**src/rtl/note_serializer.sv**
```systemverilog
// Note link transmitter: frames the active-note vector LSB-first, one bit per slot.
// Optional trailing even-parity slot when NOTE_SER_PARITY_EN is defined.
module note_serializer #(
    parameter int NUM_NOTES  = 48,
    parameter int BIT_PERIOD = 128
) (
    input  logic                 clk,
    input  logic                 rst_n,
    input  logic                 en,
    input  logic [NUM_NOTES-1:0] notes,
    input  logic                 notes_valid,
    output logic                 note_serial_sync,
    output logic                 note_serial_data,
    output logic                 frame_start,
    output logic                 idle
);

`ifdef NOTE_SER_PARITY_EN
    localparam int FRAME_LEN = NUM_NOTES + 1;
`else
    localparam int FRAME_LEN = NUM_NOTES;
`endif

    localparam int SW = (BIT_PERIOD > 1) ? $clog2(BIT_PERIOD) : 1;
    localparam int IW = (FRAME_LEN > 1) ? $clog2(FRAME_LEN) : 1;

    localparam logic [SW-1:0] SLOT_LAST = SW'(BIT_PERIOD - 1);
    localparam logic [IW-1:0] IDX_LAST  = IW'(FRAME_LEN - 1);

    logic [SW-1:0]        slot_cnt;
    logic [IW-1:0]        bit_idx;
    logic [NUM_NOTES-1:0] pending;
    logic [FRAME_LEN-1:0] frame;

    logic [NUM_NOTES-1:0] load_src;
    logic [FRAME_LEN-1:0] load_val;
    logic                 slot_end;
    logic                 frame_end;

    // A strobe on the boundary cycle bypasses the pending register.
    always_comb begin
        load_src = notes_valid ? notes : pending;
`ifdef NOTE_SER_PARITY_EN
        load_val = {^load_src, load_src};
`else
        load_val = load_src;
`endif
    end

    assign slot_end  = (slot_cnt == SLOT_LAST);
    assign frame_end = slot_end && (bit_idx == IDX_LAST);

    always_ff @(posedge clk or negedge rst_n) begin
        if (!rst_n) begin
            slot_cnt         <= SLOT_LAST;
            bit_idx          <= IDX_LAST;
            pending          <= '0;
            frame            <= '0;
            note_serial_sync <= 1'b0;
            note_serial_data <= 1'b0;
            frame_start      <= 1'b0;
            idle             <= 1'b1;
        end else begin
            frame_start <= 1'b0;

            if (notes_valid) begin
                pending <= notes;
            end

            if (frame_end) begin
                if (en) begin
                    slot_cnt         <= '0;
                    bit_idx          <= '0;
                    frame            <= load_val;
                    note_serial_data <= load_val[0];
                    note_serial_sync <= 1'b1;
                    frame_start      <= 1'b1;
                    idle             <= 1'b0;
                end else begin
                    // Park at the boundary; re-checked every cycle.
                    note_serial_sync <= 1'b0;
                    note_serial_data <= 1'b0;
                    idle             <= 1'b1;
                end
            end else if (slot_end) begin
                slot_cnt         <= '0;
                bit_idx          <= bit_idx + 1'b1;
                frame            <= frame >> 1;
                note_serial_data <= frame[1];
                note_serial_sync <= 1'b0;
            end else begin
                slot_cnt <= slot_cnt + 1'b1;
            end
        end
    end

endmodule

```
**config.mk**
```make
export PLATFORM = sky130hd
export DESIGN_NAME = note_serializer
export DESIGN_NICKNAME = d
export VERILOG_FILES = /design/src/rtl/note_serializer.sv
export SDC_FILE = /design/constraint.sdc
export NUM_CORES = 1
export LEC_CHECK = 0
export CAP_MARGIN = 25
export CORE_MARGIN = 5
export CORE_UTILIZATION = 35
export CTS_CLUSTER_SIZE = 8
export DETAILED_ROUTE_END_ITERATION = 8
export PLACE_DENSITY = 0.66
export SLEW_MARGIN = 20
export SYNTH_ARGS = -nofsm -noshare
export SYNTH_HDL_FRONTEND = slang
export SYNTH_SLANG_ARGS = --single-unit
export TNS_END_PERCENT = 100
```
**constraint.sdc**
```tcl
create_clock -name clk -period 2.2 [get_ports clk]
set_input_delay 0.44 -clock clk [delete_from_list [all_inputs] [get_ports clk]]
set_output_delay 0.44 -clock clk [all_outputs]
set_load 0.01 [all_outputs]
```
==> reports/qor.log <==
qor: synthesis.yosys_register_bits 112
qor: floorplanning.fp.dieArea 15500 um2
qor: synthesis.netlist.top_cell.by_area dfrtp_1
qor: floorplanning.initial_utilization 0.361
qor: detailed_routing.drt_first_iter_violations 195
qor: placed_design.port-buffer-count 55
qor: sta.final-hold-violation-count 0
qor: setup_path.worst_setup_path_start_kind flip-flop
qor: synthesis.synth.net_count 396
qor: synthesis.synth_common_cells 99 x dfrtp_1, 50 x mux2_2, 47 x o22ai_1
qor: synthesis.ys_types 38
qor: clock_network.cts.root.buffer_cell clkbuf_16
qor: floorplanning.chipHeight 125 um
qor: cells_and_area.number_of_fill_cells_in_the_layout 1198
qor: synthesis.synth_flop_cell dfrtp_1
qor: setup_path.critPathKind reg2reg
qor: power.power_density 736 nW/um2
qor: clock_network.clock_sinks 112
qor: synthesis.synth_top_cell_area_share 0.539
qor: synthesis.count_of_flip_flops_with_a_built_in_enable_after_synthesis 0
qor: sta.timing.final.crit_period 2050 ps
qor: cells_and_area.final_core_occ 0.453
qor: clock_network.h-tree-depth 3
qor: detailed_routing.antenna_violating_nets_post_route 0
qor: synthesis.ys_async_sr_fraction 1.00
qor: sta.fin_setup_tns 0 ps
qor: clock_network.insertion_delay 350 ps
qor: synthesis.main_combinational_cell_family_by_area_after_synthesis compound AO/OA/AOI/OAI gates
qor: detailed_routing.detail_route.vias_per_cell 5.29
qor: detailed_routing.drc 0
qor: clock_network.cts.path.max_buffers 2
qor: floorplanning.ios 56
qor: detailed_routing.drt-total-wl 9.53 mm
qor: cells_and_area.area.growth.synth_to_final 25.4%
qor: global_routing.grt_overflow 0
qor: placed_design.post-dp-hpwl 6.34 mm
qor: sta.finalSetupViolCount 0
qor: cells_and_area.number_of_antenna_diodes 0
qor: synthesis.synthesized_area_fraction_occupied_by_xor_and_xnor_cells 0
qor: sta.worst_pin_slew 388 ps
qor: synthesis.syn-cell-area 4590 um2
qor: global_routing.vias_in_the_first_global_route 3201
qor: floorplanning.fp.dieW 125 um
qor: setup_path.critPathCaptureType flip-flop
qor: synthesis.post_synthesis_mux_area_share 0.125
qor: sta.slew-limit-headroom 0.742
qor: synthesis.synth_adder_area_share 0.00545
qor: worst_hold_path.worstHoldPathType in2async
qor: synthesis.synthSimpleGateAreaFrac 0.0381
qor: sta.unrepaired_setup_endpoints_after_global_routing no
qor: floorplanning.num_rows 41
qor: global_routing.wire_length_of_the_first_global_routing_pass 16.2 mm
qor: sta.fin_skew 6.52 ps
qor: cells_and_area.drive_gt1_frac 0.265
qor: global_routing.antenna_found_initial 0
qor: job.maximum_capacitance_violations 0
qor: global_routing.grt_start_max_net_pins 70
qor: detailed_routing.via_count 3045
qor: global_routing.globalRouteTotalUtil 0.127
qor: synthesis.synth_compound_area_frac 0.184
qor: sta.maximum_frequency_from_static_timing_analysis 488 MHz
qor: setup_path.worst-endpoint-arrival 2280 ps
qor: detailed_routing.routed_wire_length_per_instance 16.6 um
qor: clock_network.clk_pin_slew_worst_paths 70 ps
qor: synthesis.synthesis.instances 342
qor: placed_design.finalWeightedCongestion 0.763
qor: power.total_power 4.24 mW
qor: detailed_routing.first_pass_iteration_count_of_the_detailed_router 4
qor: synthesis.synth_seq_area_share 0.614
qor: setup_path.worstPathRequired 2430 ps
qor: floorplanning.core_region_area 12700 um2
qor: sta.final-max-slew-violation-count 0
qor: clock_network.numCtsBuffers 9
qor: setup_path.path_max_fanout 26
qor: synthesis.synth.top_cells.by_area dfrtp_1 54%, mux2_2 12%, a2bb2oi_1 8.8%
qor: synthesis.syn-mean-instance-area 13.4 um2
qor: power.leakagePower 2.25 nW
qor: outcome.run_status completed
qor: synthesis.synth_warnings 0
qor: sta.hold-worst-slack 3.35 ps
qor: clock_network.hold_buffers 0
qor: synthesis.yosys.cell_count.top_type dfrtp_1
qor: cells_and_area.nets 453
qor: power.ir_worst_vdd 0.419 mV
qor: clock_network.cts_tree built
qor: sta.timing.final.crit_share 0.932
worst paths after layout:
path	from	cells past startpoint	slack, ps	endpoint
setup / recovery	bit_idx[0]$_DFFE_PN1P_	6	150	frame[18]$_DFFE_PN0P_
hold / removal	rst_n	1	3	frame[44]$_DFFE_PN0P_
hold reg to reg	note_serial_sync$_DFFE_PN0P_	1	490	note_serial_sync$_DFFE_PN0P_
setup reg to reg	bit_idx[0]$_DFFE_PN1P_	6	150	frame[18]$_DFFE_PN0P_
max in group asynchronous	rst_n	2	1470	slot_cnt[6]$_DFFE_PN1P_
min in group clk	note_serial_sync$_DFFE_PN0P_	1	490	note_serial_sync$_DFFE_PN0P_
cell usage in the layout, fill, tap and decap left out, drive strengths merged, types with 3 or more instances in the layout:
cell / netlist / layout
a21oi: 5 / 5
a2bb2oi: 46 / 46
and2: 3 / 3
buf: 15 / 20
clkbuf: 12 / 9
clkdlybuf4s50: 0 / 53
dfrtp: 99 / 99
dfstp: 13 / 13
inv: 2 / 5
mux2: 50 / 50
nand2: 5 / 5
nand3: 4 / 4
nor2: 10 / 10
nor3: 3 / 3
o21ai: 7 / 7
o22ai: 47 / 47
power breakdown:
| part | switching, mW | internal [mW] |
|---|---|---|
| combinational | 0.128 | 0.179 |
| sequential | 0.0198 | 2.15 |
| clock | 0.757 | 1.01 |
| total | 0.905 | 3.33 |
sequential cells by signal (all words and copies together) (netlist names):
name / cells
frame: 47
slot_cnt: 7
idle: 1
note_serial_data: 1
frame_start: 1
pending: 48
note_serial_sync: 1
bit_idx: 6
worst max-delay path: stages, from the launching register on:
cell and delay, ps:
dfstp_2 580, ha_2 220, nand2_1 130, or4_4 550, buf_12 190, o22ai_1 160, a2bb2oi_1 90
logic make-up (layout without fill, tap and decap cells):
group                      Yosys count  after routing
AOI/OAI and AO/OA                  115            115
DFF                                112            112
muxes                               51             51
and+or+nand+nor                     33             33
buffers and inverters               29             91
adders and majority gates            2              2
timing repair:
action | 4_1_cts | 5_1_grt
resized for setup | 0 | 1
endpoints found under the setup margin | 0 | 3
buffers inserted | 0 | 2
metal layers:
| metal | global-route usage | up-vias | routed length [um] |
|---|---|---|---|
| met1 | 0.160 | 1554 | 4370 |
| li1 | - | 1424 | - |
| met2 | 0.209 | 52 | 4620 |
| met5 | 0 | - | 0 |
| met4 | 0.0613 | 0 | 228 |
| met3 | 0.0253 | 15 | 311 |
final cells by class:
| type | count | area [um2] | area share |
|---|---|---|---|
| multi-input combinational | 201 | 1640 | 0.284 |
| inverter | 2 | 7.51 | 0.00130 |
| clock buffer | 9 | 225 | 0.0391 |
| sequential | 112 | 2820 | 0.489 |
| clock inverter | 7 | 101 | 0.0176 |
| tap | 172 | 215 | 0.0374 |
| timing repair buffer | 73 | 753 | 0.131 |
stage by stage:
stage	cells	instance area, um2	worst slack (ps)
after detailed placement	558	5420	48.6
after floorplan	342	4590	293
after CTS	574	5740	116
after global placement	558	5420	99.0
final	576	5760	150
after global routing	576	5760	5.00
(Power assumes the default switching activity.)
